===== config.mk =====
export PLATFORM = sky130hd
export DESIGN_NAME = fetch_stage_flat
export DESIGN_NICKNAME = d
export VERILOG_FILES = /design/src/rtl/mips8_pkg.sv /design/src/rtl/fetch_stage_if.sv /design/src/rtl/fetch_skid_buf.sv /design/src/rtl/fetch_stage.sv /design/src/flat_wrapper.sv
export SDC_FILE = /design/constraint.sdc
export NUM_CORES = 1
export LEC_CHECK = 0
export BUFFER_PORTS_ARGS = -buffer_cell sky130_fd_sc_hd__buf_2
export CAP_MARGIN = 5
export CORE_ASPECT_RATIO = 2
export CORE_MARGIN = 5
export CORE_UTILIZATION = 31
export CTS_CLUSTER_DIAMETER = 30
export DETAILED_ROUTE_END_ITERATION = 16
export PLACE_DENSITY_LB_ADDON = 0.08
export SLEW_MARGIN = 20
export SYNTH_ARGS = -nofsm -noshare
export SYNTH_HDL_FRONTEND = slang
export SYNTH_SLANG_ARGS = --single-unit

===== constraint.sdc =====
create_clock -name clk -period 2.76 [get_ports clk]
set_clock_uncertainty 0.1 [all_clocks]
set_input_delay 0.138 -clock clk [delete_from_list [all_inputs] [get_ports clk]]
set_output_delay 0.138 -clock clk [all_outputs]
set_load 0.03 [all_outputs]

===== src/rtl/mips8_pkg.sv =====
// Shared widths, opcode encodings and fetch FSM state type for the mips8 front end.
// Pure declarations; no timing or flow-control behaviour lives here.
package mips8_pkg;

  localparam int PC_W    = 16;
  localparam int INSTR_W = 16;

  localparam logic [2:0] OP_RTYPE = 3'b000;
  localparam logic [2:0] OP_ADDI  = 3'b001;
  localparam logic [2:0] OP_LB    = 3'b010;
  localparam logic [2:0] OP_SB    = 3'b011;
  localparam logic [2:0] OP_BEQ   = 3'b100;
  localparam logic [2:0] OP_J     = 3'b101;

  typedef enum logic [1:0] {
    BOOT  = 2'd0,
    FETCH = 2'd1,
    DRAIN = 2'd2
  } fetch_state_t;

endpackage


===== src/rtl/fetch_stage_if.sv =====
// Instruction-memory request bus: req/addr out, ready/rdata back in the same cycle.
// A transfer completes when req and ready are both high; addr must hold while req waits.
interface fetch_stage_if #(
  parameter int PC_W    = 16,
  parameter int INSTR_W = 16
);

  logic               imem_req;
  logic [PC_W-1:0]    imem_addr;
  logic               imem_ready;
  logic [INSTR_W-1:0] imem_rdata;

  modport master (
    output imem_req,
    output imem_addr,
    input  imem_ready,
    input  imem_rdata
  );

  modport slave (
    input  imem_req,
    input  imem_addr,
    output imem_ready,
    output imem_rdata
  );

endinterface


===== src/rtl/fetch_skid_buf.sv =====
// One-entry holding slot for an instruction fetched while decode is stalled.
// Load and pop take effect at the next edge; flush wins over load and pop.
module fetch_skid_buf #(
  parameter int PC_W    = 16,
  parameter int INSTR_W = 16
) (
  input  logic               clk,
  input  logic               reset,
  input  logic               i_load,
  input  logic               i_pop,
  input  logic               i_flush,
  input  logic [INSTR_W-1:0] i_instr,
  input  logic [PC_W-1:0]    i_pc2,
  output logic               o_full,
  output logic [INSTR_W-1:0] o_instr,
  output logic [PC_W-1:0]    o_pc2
);

  logic               r_full;
  logic [INSTR_W-1:0] r_instr;
  logic [PC_W-1:0]    r_pc2;

  always_ff @(posedge clk) begin
    if (reset || i_flush) begin
      r_full <= 1'b0;
    end else if (i_load) begin
      r_full <= 1'b1;
    end else if (i_pop) begin
      r_full <= 1'b0;
    end
  end

  always_ff @(posedge clk) begin
    if (reset) begin
      r_instr <= '0;
      r_pc2   <= '0;
    end else if (i_load) begin
      r_instr <= i_instr;
      r_pc2   <= i_pc2;
    end
  end

  assign o_full  = r_full;
  assign o_instr = r_instr;
  assign o_pc2   = r_pc2;

endmodule


===== src/rtl/fetch_stage.sv =====
// Instruction fetch with IF/ID register: one-cycle fetch-to-decode latency, redirect drains an in-flight request.
// Stall holds IF/ID, parks one returning instruction in the skid buffer and drops imem_req while it is full.
module fetch_stage #(
  parameter int              PC_W     = mips8_pkg::PC_W,
  parameter int              INSTR_W  = mips8_pkg::INSTR_W,
  parameter logic [PC_W-1:0] RESET_PC = '0
) (
  input  logic               clk,
  input  logic               reset,
  input  logic               stall,
  input  logic               redirect,
  input  logic [PC_W-1:0]    redirect_pc,
  fetch_stage_if.master      imem,
  output logic [INSTR_W-1:0] if_id_instr,
  output logic [PC_W-1:0]    if_id_pc2,
  output logic               if_id_valid,
  output logic [2:0]         opcode,
  output logic               ctrl_kill
);

  import mips8_pkg::*;

  fetch_state_t       r_state;
  fetch_state_t       w_state_nxt;
  logic [PC_W-1:0]    r_pc;
  logic [PC_W-1:0]    w_pc_nxt;
  logic [PC_W-1:0]    r_tgt;
  logic [PC_W-1:0]    w_tgt_nxt;
  logic [PC_W-1:0]    w_pc_inc;
  logic               w_req;
  logic               w_fetch_xfer;

  logic               w_skid_full;
  logic               w_skid_load;
  logic               w_skid_pop;
  logic [INSTR_W-1:0] w_skid_instr;
  logic [PC_W-1:0]    w_skid_pc2;

  logic [INSTR_W-1:0] r_instr;
  logic [PC_W-1:0]    r_pc2;
  logic               r_valid;

  assign w_pc_inc = r_pc + PC_W'(2);

  always_ff @(posedge clk) begin
    if (reset) begin
      r_state <= BOOT;
      r_pc    <= RESET_PC;
      r_tgt   <= RESET_PC;
    end else begin
      r_state <= w_state_nxt;
      r_pc    <= w_pc_nxt;
      r_tgt   <= w_tgt_nxt;
    end
  end

  // In DRAIN r_pc keeps the abandoned address on the bus and r_tgt holds where to resume.
  always_comb begin
    w_state_nxt = r_state;
    w_pc_nxt    = r_pc;
    w_tgt_nxt   = r_tgt;
    w_req       = 1'b0;
    case (r_state)
      BOOT: begin
        w_state_nxt = FETCH;
        if (redirect) begin
          w_pc_nxt = redirect_pc;
        end
      end
      FETCH: begin
        w_req = ~w_skid_full;
        if (redirect) begin
          if (w_req && !imem.imem_ready) begin
            w_state_nxt = DRAIN;
            w_tgt_nxt   = redirect_pc;
          end else begin
            w_pc_nxt = redirect_pc;
          end
        end else if (w_req && imem.imem_ready) begin
          w_pc_nxt = w_pc_inc;
        end
      end
      DRAIN: begin
        w_req = 1'b1;
        if (redirect) begin
          w_tgt_nxt = redirect_pc;
        end
        if (imem.imem_ready) begin
          w_state_nxt = FETCH;
          w_pc_nxt    = redirect ? redirect_pc : r_tgt;
        end
      end
      default: begin
        w_state_nxt = BOOT;
      end
    endcase
  end

  assign imem.imem_req  = w_req;
  assign imem.imem_addr = r_pc;

  assign w_fetch_xfer = (r_state == FETCH) && w_req && imem.imem_ready;
  assign w_skid_load  = w_fetch_xfer && stall && !redirect;
  assign w_skid_pop   = w_skid_full && !stall && !redirect;

  fetch_skid_buf #(
    .PC_W    (PC_W),
    .INSTR_W (INSTR_W)
  ) u_skid (
    .clk     (clk),
    .reset   (reset),
    .i_load  (w_skid_load),
    .i_pop   (w_skid_pop),
    .i_flush (redirect),
    .i_instr (imem.imem_rdata),
    .i_pc2   (w_pc_inc),
    .o_full  (w_skid_full),
    .o_instr (w_skid_instr),
    .o_pc2   (w_skid_pc2)
  );

  // A full skid buffer always drains ahead of memory; req is low then, so order is kept.
  always_ff @(posedge clk) begin
    if (reset) begin
      r_valid <= 1'b0;
      r_instr <= '0;
      r_pc2   <= '0;
    end else if (redirect) begin
      r_valid <= 1'b0;
    end else if (!stall) begin
      if (w_skid_full) begin
        r_instr <= w_skid_instr;
        r_pc2   <= w_skid_pc2;
        r_valid <= 1'b1;
      end else if (w_fetch_xfer) begin
        r_instr <= imem.imem_rdata;
        r_pc2   <= w_pc_inc;
        r_valid <= 1'b1;
      end else begin
        r_valid <= 1'b0;
      end
    end
  end

  assign if_id_instr = r_instr;
  assign if_id_pc2   = r_pc2;
  assign if_id_valid = r_valid;
  assign opcode      = r_instr[INSTR_W-1 -: 3];
  assign ctrl_kill   = ~r_valid;

endmodule


===== src/flat_wrapper.sv =====
// flat-port wrapper written by rule: the top's interface ports become plain ports
module fetch_stage_flat import mips8_pkg::*;
#(
  parameter int              PC_W     = mips8_pkg::PC_W,
  parameter int              INSTR_W  = mips8_pkg::INSTR_W,
  parameter logic [PC_W-1:0] RESET_PC = '0
)
  (clk, reset, stall, redirect, redirect_pc, if_id_instr, if_id_pc2, if_id_valid, opcode, ctrl_kill, imem_imem_req, imem_imem_addr, imem_imem_ready, imem_imem_rdata);
  fetch_stage_if #(.PC_W(PC_W), .INSTR_W(INSTR_W)) imem_i ();
  input  logic clk;
  input  logic reset;
  input  logic stall;
  input  logic redirect;
  input  logic [PC_W-1:0] redirect_pc;
  output logic [INSTR_W-1:0] if_id_instr;
  output logic [PC_W-1:0] if_id_pc2;
  output logic if_id_valid;
  output logic [2:0] opcode;
  output logic ctrl_kill;
  output wire logic [$bits(imem_i.imem_req)-1:0] imem_imem_req;
  output wire logic [$bits(imem_i.imem_addr)-1:0] imem_imem_addr;
  input wire logic [$bits(imem_i.imem_ready)-1:0] imem_imem_ready;
  input wire logic [$bits(imem_i.imem_rdata)-1:0] imem_imem_rdata;
  assign imem_imem_req = imem_i.imem_req;
  assign imem_imem_addr = imem_i.imem_addr;
  assign imem_i.imem_ready = imem_imem_ready;
  assign imem_i.imem_rdata = imem_imem_rdata;
  fetch_stage #(.PC_W(PC_W), .INSTR_W(INSTR_W), .RESET_PC(RESET_PC)) u_core (.clk(clk), .reset(reset), .stall(stall), .redirect(redirect), .redirect_pc(redirect_pc), .imem(imem_i), .if_id_instr(if_id_instr), .if_id_pc2(if_id_pc2), .if_id_valid(if_id_valid), .opcode(opcode), .ctrl_kill(ctrl_kill));
endmodule

==> results of run 1 <==
## per-stage QoR
| stage | util | instances | hold WS [ps] | area, um^2 | total power [W] |
|---|---|---|---|---|---|
| 2_1_floorplan | - | 596 | 174 | 4860 | 0.00313 |
| 3_3_place_gp | 0.356 | 847 | 293 | 5480 | 0.00371 |
| 3_5_place_dp | 0.356 | 847 | 298 | 5480 | 0.00373 |
| 4_1_cts | 0.396 | 895 | 48.7 | 6090 | 0.00505 |
| 5_1_grt | 0.396 | 895 | 96.9 | 6090 | 0.00530 |
| 6_report | 0.396 | 895 | 64.5 | 6090 | 0.00498 |
## final timing paths
check	end	slack, ps	depth (start not counted)
worst max-delay path	u_core.imem.imem_addr[8]$_SDFFE_PP0P_	340	7
worst min-delay path	u_core.u_skid.o_full$_SDFFE_PP0P_	60	3
worst max register to register	u_core.imem.imem_addr[8]$_SDFFE_PP0P_	340	7
worst min register to register	u_core.if_id_pc2[15]$_SDFFE_PP0P_	350	2
## placed cells by master, fill, tap and decap left out, types with 15 or more instances in the layout
cell            n
o211ai_1       15
nor3_1         21
dlygate4sd3_1  32
a21oi_1        49
nand2_1        72
mux2i_1        45
dfxtp_1        99
o21ai_0        15
buf_2          89
a211oi_1       24
nor2_1         90
## state kept, by name, summed over array words and instances, names as in the netlist
signal,flops
u_core.u_skid.o_full,1
u_core.r_state,2
u_core.if_id_valid,1
u_core.r_tgt,16
u_core.if_id_instr,16
u_core.u_skid.o_pc2,16
u_core.if_id_pc2,16
u_core.imem.imem_addr,16
u_core.u_skid.o_instr,16
## repair_timing
action,4_1_cts,5_1_grt
hold buffers,32,0
setup buffers,0,0
endpoints found under the hold margin,32,0
setup endpoints to repair,0,0
## critical path, stage by stage (launching register included)
cell      delay (ps)
dfxtp_1          430
inv_1            100
ha_1             360
nor2b_1          230
a2111o_1         540
or3_1            360
o21ai_0           90
a311oi_1          70
## report_power, final
part / internal [W] / leakage, nW / switching (W)
clock network: 0.000657 / 0.143 / 0.000611
logic: 0.000681 / 1.48 / 0.00121
registers: 0.00161 / 0.811 / 0.000212
total: 0.00295 / 2.43 / 0.00203
## routing by layer
metal	global-route usage	vias to the layer above
met5	0	-
met3	0.0284	21
met2	0.286	111
met4	0.0637	0
li1	-	2279
met1	0.166	2030
## cell families (layout without fill, tap and decap cells)
kind of cell	Yosys count	count (layout)	share of synthesized area
fa+ha+maj	7	7	0.0180
simple gates	226	226	0.201
mux	49	49	0.102
flops	100	100	0.412
compound gates	137	137	0.187
xor+xnor	13	13	0.0234
buf+inv	64	165	0.0567
## area by class of cell
class,instances,area (um^2),area share
Clock buffer,10,239,0.0392
Clock inverter,6,56.3,0.00924
Inverter,12,45.0,0.00739
Multi-Input combinational cell,432,2590,0.425
Sequential cell,100,2000,0.329
Tap cell,198,248,0.0406
Timing Repair Buffer,137,911,0.149
==> results.md, run 1 <==
- Main synth FF type: dfxtp_1
- Hold_sp: stall
- Top post-synthesis cells by count: 100 x dfxtp_1, 90 x nor2_1, 72 x nand2_1
- Worst hold path type: in2reg
- Clock latency on the worst-skew pair: ~350 ps
- CTS clk-pin slew, worst paths: ~70 ps
- Fin nets: between 700 and 800
- Total track usage: 0.153
- Avg Inst Size Synth: between 8 and 9 um^2
- Via count: approximately 4,400
- Largest net degree at the start of global routing: ~70
- TritonCTS Buffers: 9
- Synthesis-stage register bit count: 100
- Critical R2R Launch: u_core.r_state[0]$_SDFFE_PP0P_
- Outcome: complete, no violations
- Max-cap violations: 0
- Layout fillers: ~1,600
- Sequential area share after synthesis: 0.412
- Wire length on met3: 602 um
- Max Slew Vio Count: 0
- Die H: between 150 and 200 um
- Layout cells sized above 1: 0.185
- Peak VDD IR: about 0.38 mV
- Post-DP HPWL: 10,000 um
- Die width: between 90 and 100 um
- Syn_nets: 640
- Met2 Wirelength: ~7500 um
- Max Fclk: 413 MHz
- CTS root buf: clkbuf_16
- Yosys top cell by area: dfxtp_1
- CP arrival: between 2000 and 3000 ps
- DR iter-0 viols: approximately 110
- Area grow syn2layout: 25.4%
- Port Buf Inserts: 90
- Diodes inserted: 0
- Routed len/inst: between 15 and 20 um
- Starting Density: 0.316
- Setup tns final: 0 ps
- Metal-1 WL: ~5500 um
- Min Clock Period, post-route: 2420 ps
- Highest metal used: met4
- Hold Vio Cnt, Final: 0
- Period utilisation layout: 0.877
- Static Leakage: 2.43 nW
- Post-route ant nets: 0
- Post-route setup slack: approximately 340 ps
- Drt pass-1 iters: 4
- Most common cell in the synthesized netlist: dfxtp_1
- Setup Viol. Count Final: 0
- Async S/R FF share, synth: 0
- Area contributors post-synth: dfxtp_1 41%, mux2i_1 9.3%, nor2_1 7.0%
- Vias in the first global route: between 4,000 and 5,000
- Congestion Overflow GR: 0
- Remaining routing DRC violations: 0
- Share of the synthesized area in the top cell type: 0.412
- Critical path capture point type: register
- Syn Std Cell Area: about 5000 um^2
- Rows: 64
- RSZ-0062 raised after global routing: no
- First-pass GRT wire length: around 23,000 um
- CP startpoint: u_core.r_state[0]$_SDFFE_PP0P_
- Post-CTS sizing: 0
- Total die area: around 18,000 um^2
- Critical path peak fanout: 13
- Cell Pwr Density: between 800 and 900 nW/um^2
- Slew margin rel.: 0.600
- CTS tree: yes
- Setup WS pre-CTS: about 370 ps
- H-tree Lvls: 3
- Initial antenna violation count: 0
- Clk sink count: 100
- Number of synthesized flops with an enable pin: 0
- Core Area: 15,400 um^2
- Startpoint types: register
- Yosys warns: 0
- Final WL: ~14,000 um
- Worst-Margin Slew: 600 ps
- Mapped Cells: ~600
- Req. time, crit path: approximately 2900 ps
- Total I/O pin count: between 90 and 100
- Gpl congestion: 0.867
- Vias per inst: 4.96
- Critical path type: reg2reg
- Max Buffers Root-to-Sink: 2
- Synth cell types: 45
Note: power is estimated with default switching activity, not from simulation.
==> run 2, diff against run 1 <==
--- a/config.mk
+++ b/config.mk
@@ -5,6 +5,7 @@
 export SDC_FILE = /design/constraint.sdc
 export NUM_CORES = 1
 export LEC_CHECK = 0
+export ABC_AREA = 1
 export BUFFER_PORTS_ARGS = -buffer_cell sky130_fd_sc_hd__buf_2
 export CAP_MARGIN = 5
 export CORE_ASPECT_RATIO = 2
@@ -13,6 +14,7 @@
 export CTS_CLUSTER_DIAMETER = 30
 export DETAILED_ROUTE_END_ITERATION = 16
 export PLACE_DENSITY_LB_ADDON = 0.08
+export SETUP_SLACK_MARGIN = 0.1
 export SLEW_MARGIN = 20
 export SYNTH_ARGS = -nofsm -noshare
 export SYNTH_HDL_FRONTEND = slang
==> run 2 against run 1 <==
Via count increased by 15%. Die area rose by 4.8%. Design area up 2.3%. Critical path depth increased by 4. Sequential power grew 4%. Wire length grew 9.2%. Register-to-register slack better by 97 ps. Clock power hardly changed. Synthesized cell count grew 31%. Utilization shrank 1.3 points. Largest cell class unchanged. Largest power group unchanged.
==> results.md, run 2 <==
- First-pass GRT wire length: between 20,000 and 25,000 um
- Total die area: approximately 19,000 um^2
- Total I/O pin count: 91
- Clock latency on the worst-skew pair: around 350 ps
- Gpl congestion: just under 0.9
- Layout fillers: about 1,800
- CP arrival: 2500 ps
- Switching fraction of total power: 0.439
- Fin area: a little over 6000 um^2
- Worst hold path type: in2reg
- Layout cells sized above 1: 0.148
- Via count: 5,110
- Critical path peak fanout: 25
- Power Internal: 0.00307 W
- Largest net degree at the start of global routing: 56
- NetSw: about 0.0024 W
- Area contributors post-synth: dfxtp_1 39%, nand2_1 17%, a21oi_1 11%
- Max Slew Vio Count: 0
- Main combinational cell family by area after synthesis: simple AND/OR/NAND/NOR gates
- Post-CTS sizing: 0
- CP max-delay cell: dfxtp_1
- Setup Viol. Count Final: 0
- Vias in the first global route: roughly 5,000
- Yosys top cell by area: dfxtp_1
- Routed len/inst: roughly 14 um
- Vias per inst: between 4 and 5
- Post-Synth Simple-Gate Area: 0.274
- Sequential area share after synthesis: 0.392
- Multiplexer area fraction after synthesis: 0
- Hold-fix buffers, CTS: 28
- Remaining routing DRC violations: 0
- Area grow syn2layout: 22.1%
- DP Cell Count: 1,040
- Post-route ant nets: 0
- Critical R2R Launch: u_core.r_state[0]$_SDFFE_PP0P_
- Rows: 66
- Max-cap violations: 0
- Async S/R FF share, synth: 0
- Diodes inserted: 0
- Synthesis-stage register bit count: 100
- CTS root buf: clkbuf_16
- Clock share of power: 0.232
- Drt pass-1 iters: 7
- CTS tree: yes
- Compound-cell area share of the yosys netlist: 0.212
- Most common cell in the synthesized netlist: nand2_1
- CTS clk-pin slew, worst paths: 80 ps
- TritonCTS Buffers: 9
- Yosys warns: 0
- Critical path capture point type: register
- Total track usage: 0.162
- Most frequent cells in the layout: 237 x nand2_1, 117 x a21oi_1, 100 x dfxtp_1
- Starting Density: 0.314
- Syn Std Cell Area: slightly above 5000 um^2
- Post-CTS Setup Bufs: 0
- CP startpoint: u_core.r_state[0]$_SDFFE_PP0P_
- DR iter-0 viols: 160
- RSZ-0062 raised after global routing: no
- Post-route setup slack: ~440 ps
- Max Fclk: about 430 MHz
- Req. time, crit path: 2930 ps
- Static Leakage: ~2.8 nW
- Min Clock Period, post-route: around 2300 ps
- H-tree Lvls: 3
- Die width: approximately 100 um
- Register share of total power: 0.349
- Mapped Cells: 783
- Cell Pwr Density: 878 nW/um^2
- Adder-Cell Fraction of Synth Area: 0.0171
- Hold_sp: redirect_pc[6]
- Initial antenna violation count: 0
- Share of the synthesized area in the top cell type: 0.392
- Clk sink count: 100
- Period utilisation layout: 0.842
- WHS: 2.46 ps
- Synth cell types: 33
- Finished Layout Cells: 1,084
- Hold Vio Cnt, Final: 0
- Top post-synthesis cells by count: 237 x nand2_1, 117 x a21oi_1, 100 x dfxtp_1
- Congestion Overflow GR: 0
- Core Area: between 15,000 and 20,000 um^2
- Slew margin rel.: 0.405
- Critical path, cell by cell: inv_1, ha_1, inv_2, buf_4, nor2_1, inv_1, nand4_2, buf_4, a21oi_1, nand2_1, a21oi_1
- Setup WS pre-CTS: around 430 ps
- Placed inst area: approximately 5700 um^2
- Number of synthesized flops with an enable pin: 0
- Avg Inst Size Synth: between 6 and 7 um^2
- Gate power share: 0.419
- Worst-Margin Slew: roughly 890 ps
- Main synth FF type: dfxtp_1
- Final WL: 15,300 um
- Peak VDD IR: 0.362 mV
- Port Buf Inserts: 90
- Syn_nets: a little over 800
- Max Buffers Root-to-Sink: 2
- Fin nets: 919
- Commonest non-fill, non-tap cell in the layout: nand2_1
- Outcome: complete, no violations
- Startpoint types: register
- Die H: about 190 um
- Post-DP HPWL: about 11,000 um
- Post-Synth XOR/XNOR Area: 0.0120
- Critical path type: reg2reg
- Setup tns final: 0 ps
- CP max stage delay: 410 ps
## run 2: power groups by stage
stage | combinational [W] | clock, W | sequential, W
after floorplan | 0.00148 | 0 | 0.00211
after global placement | 0.00226 | 0 | 0.00194
after detailed placement | 0.00228 | 0 | 0.00194
after CTS | 0.00232 | 0.00132 | 0.00191
after global routing | 0.00262 | 0.00139 | 0.00195
final | 0.00229 | 0.00127 | 0.00191
## run 2: cells by family (layout without fill, tap and decap cells)
logic type	after synthesis	in the layout
buffers and inverters	111	208
and+or+nand+nor	352	352
adders and majority gates	7	7
AOI/OAI and AO/OA	206	206
DFF	100	100
xor gates and xnor gates	7	7
## run 2: path summary, 6_finish.rpt
check | endpoint | slack (ps) | cells after the start
hold reg to reg | u_core.if_id_instr[0]$_SDFFE_PP0P_ | 360 | 2
hold / removal | u_core.r_tgt[6]$_SDFFE_PP0P_ | 2 | 3
setup reg to reg | u_core.imem.imem_addr[10]$_SDFFE_PP0P_ | 440 | 11
setup / recovery | u_core.imem.imem_addr[10]$_SDFFE_PP0P_ | 440 | 11
## run 2: metal layers
| layer | track usage | up-vias | routed length [um] |
|---|---|---|---|
| li1 | - | 2723 | - |
| met1 | 0.175 | 2272 | 6190 |
| met2 | 0.305 | 89 | 8140 |
| met3 | 0.0244 | 26 | 489 |
| met4 | 0.0680 | 0 | 476 |
| met5 | 0 | - | 0 |
## run 2: cell type report
class                   instances  area [um^2]  share of cell area
multi-input cells             572         2630               0.421
clock inverters                 6         53.8             0.00863
flip-flops and latches        100         2000               0.321
repair buffers                131          828               0.133
clock buffers                  10          239              0.0383
inverters                      61          230              0.0369
well taps                     204          255              0.0409
## run 2: through the flow
| stage | utilization | power, W |
|---|---|---|
| 2_1_floorplan | - | 0.00359 |
| 3_3_place_gp | 0.348 | 0.00419 |
| 3_5_place_dp | 0.348 | 0.00423 |
| 4_1_cts | 0.383 | 0.00556 |
| 5_1_grt | 0.383 | 0.00596 |
| 6_report | 0.383 | 0.00548 |
## run 2: worst max-delay path, delay by kind of cell (launching register included)
kind	cells	cell delay, ps
buf+inv	5	810
flops	1	410
fa+ha+maj	1	370
compound gates	2	270
simple gates	3	260
==> run 3, diff against run 2 <==
==> constraint.sdc (replaced) <==
create_clock -name clk -period 2.25 [get_ports clk]
set_clock_uncertainty 0.1 [all_clocks]
set_input_delay 0.1125 -clock clk [delete_from_list [all_inputs] [get_ports clk]]
set_output_delay 0.1125 -clock clk [all_outputs]
set_load 0.03 [all_outputs]
==> run 3 against run 2 <==
Sequential cell count is the same. Count of clock-buffer cells in the layout is the same. First-iteration DRC count shrank 8.8%. Fmax grew 16%. Worst setup slack lost 180 ps. Critical path depth shrank 1. Design area grew 3.1%. Non-clock buffer count grew 16. Worst hold slack gained 170 ps. Die area is the same. Critical path type unchanged. Largest cell class unchanged.
==> results.md, run 3 (synthesized netlist as in run 2, its figures left out) <==
- Max Fclk: between 500 and 600 MHz
- H-tree Lvls: 3
- Min Clock Period, post-route: approximately 2000 ps
- CP max stage delay: ~430 ps
- Max Slew Vio Count: 0
- Rows: between 60 and 70
- Req. time, crit path: roughly 2400 ps
- Final WL: between 15,000 and 20,000 um
- RSZ-0062 raised after global routing: no
- Fin nets: ~940
- Setup Viol. Count Final: 0
- Slew margin rel.: 0.566
- Die H: about 190 um
- Worst-Margin Slew: between 600 and 700 ps
- Static Leakage: 2.85 nW
- Peak VDD IR: between 0.4 and 0.5 mV
- Worst hold path type: in2reg
- Post-route ant nets: 0
- Critical path peak fanout: 42
- CP arrival: between 2000 and 2500 ps
- Port Buf Inserts: 90
- Register Area: between 2000 and 2500 um^2
- Post-DP HPWL: ~12,000 um
- Core Area: 16,300 um^2
- Post-CTS Setup Bufs: 0
- Layout fillers: roughly 1,800
- TritonCTS Buffers: 9
- FF-to-FF setup slack: 250 ps
- Cell Pwr Density: between 1000 and 1500 nW/um^2
- CTS tree: yes
- Critical path, cell by cell: inv_1, ha_1, inv_2, a21oi_4, nand3_1, nand2_2, nand2_2, buf_6, a21oi_1, a21oi_1
- Initial antenna violation count: 0
- Total track usage: 0.167
- Max Buffers Root-to-Sink: 2
- Remaining routing DRC violations: 0
- Max-cap violations: 0
- Gpl congestion: 0.820
- Clock latency on the worst-skew pair: around 350 ps
- Largest net degree at the start of global routing: 56
- Total die area: between 15,000 and 20,000 um^2
- Starting Density: 0.314
- Worst Hold End: u_core.u_skid.o_instr[13]$_SDFFE_PP0P_
- Vias in the first global route: 5,122
- Hold_sp: reset
- Period utilisation layout: 0.888
- Routed len/inst: about 14 um
- Area of the multi-input gates: ~2600 um^2
- Clk sink count: 100
- Startpoint types: register
- DR iter-0 viols: 146
- Critical path capture point type: register
- Die width: just over 100 um
- Total I/O pin count: between 90 and 100
- Layout cells sized above 1: 0.158
- Commonest non-fill, non-tap cell in the layout: nand2_1
- FF-to-FF End: u_core.if_id_pc2[11]$_SDFFE_PP0P_
- Placed inst area: 5780 um^2
- R2R cell count: 10
- First-pass GRT wire length: 25,500 um
- Critical R2R Launch: u_core.r_state[0]$_SDFFE_PP0P_
- Drt pass-1 iters: 5
- CP max-delay cell: dfxtp_1
- Vias per inst: around 4.7
- Critical path type: reg2reg
- Diodes inserted: 0
- Hold depth: 4
- CTS clk-pin slew, worst paths: 70 ps
- Fin area: around 6400 um^2
- CTS root buf: clkbuf_16
- Congestion Overflow GR: 0
- Hold Vio Cnt, Final: 0
- Setup tns final: 0 ps
- Most frequent cells in the layout: 237 x nand2_1, 117 x a21oi_1, 99 x dfxtp_1
- Via count: around 5,200
- Area grow syn2layout: 25.9%
- Outcome: complete, no violations
run 3: cell types whose count changed in the layout (fill, tap and decap cells not counted), sizes merged:
cell         delta
buf            +11
clkinvlp        +1
dlygate4sd3     +5
inv             -2
bufinv          +1
run 3: repair_timing:
action                                  CTS  global route
resized for setup                         0             5
endpoints found under the hold margin    36             0
hold buffers                             33             0
endpoints found under the setup margin    0            35
run 3: critical path, delay by kind of cell (launching register included):
| family | cells | cell delay [ps] |
|---|---|---|
| adders and majority gates | 1 | 340 |
| DFF | 1 | 430 |
| AOI/OAI and AO/OA | 3 | 390 |
| buffers and inverters | 3 | 360 |
| and+or+nand+nor | 3 | 240 |
run 3: how the worst max path moves through the flow:
| stage | depth (start not counted) | endpoint | startpoint |
|---|---|---|---|
| floorplan | 10 | u_core.if_id_pc2[4]$_SDFFE_PP0P_ | u_core.r_state[0]$_SDFFE_PP0P_ |
| global placement | 11 | u_core.if_id_pc2[14]$_SDFFE_PP0P_ | u_core.r_state[0]$_SDFFE_PP0P_ |
| detailed placement | 11 | u_core.if_id_pc2[10]$_SDFFE_PP0P_ | u_core.r_state[0]$_SDFFE_PP0P_ |
| CTS | 10 | u_core.imem.imem_addr[13]$_SDFFE_PP0P_ | u_core.r_state[1]$_SDFFE_PP0P_ |
| global route | 9 | u_core.imem.imem_addr[1]$_SDFFE_PP0P_ | u_core.r_state[0]$_SDFFE_PP0P_ |
| finish | 10 | u_core.if_id_pc2[11]$_SDFFE_PP0P_ | u_core.r_state[0]$_SDFFE_PP0P_ |
run 3: area by class of cell:
class / count / share of cell area
multi-input combinational: 572 / 0.410
sequential: 100 / 0.311
timing repair buffer: 147 / 0.155
tap: 204 / 0.0397
clock buffer: 10 / 0.0372
inverter: 61 / 0.0358
clock inverter: 6 / 0.0109
run 3: metrics by stage:
step,utilization,hold WS (ps),worst slack (ps),power (W),cells
after floorplan,-,146,205,0.00442,783
after detailed placement,0.355,285,230,0.00538,1051
after global placement,0.355,283,308,0.00533,1051
after global routing,0.395,222,119,0.00761,1100
after CTS,0.395,167,185,0.00708,1100
final,0.395,171,252,0.00698,1100
run 3: metal layers:
metal  vias to the layer above  wire length [um]  global-route usage
met4                         0               556              0.0851
met5                         -                 0                   0
met2                       102              8500               0.310
met3                        26               531              0.0196
li1                       2748                 -                   -
met1                      2312              6200               0.180
run 3: power breakdown:
group / total (W) / leakage, nW / switching (W) / internal, W
clock network: 0.00162 / 0.147 / 0.000721 / 0.000904
registers: 0.00233 / 0.813 / 0.000283 / 0.00205
logic: 0.00302 / 1.89 / 0.00197 / 0.00105
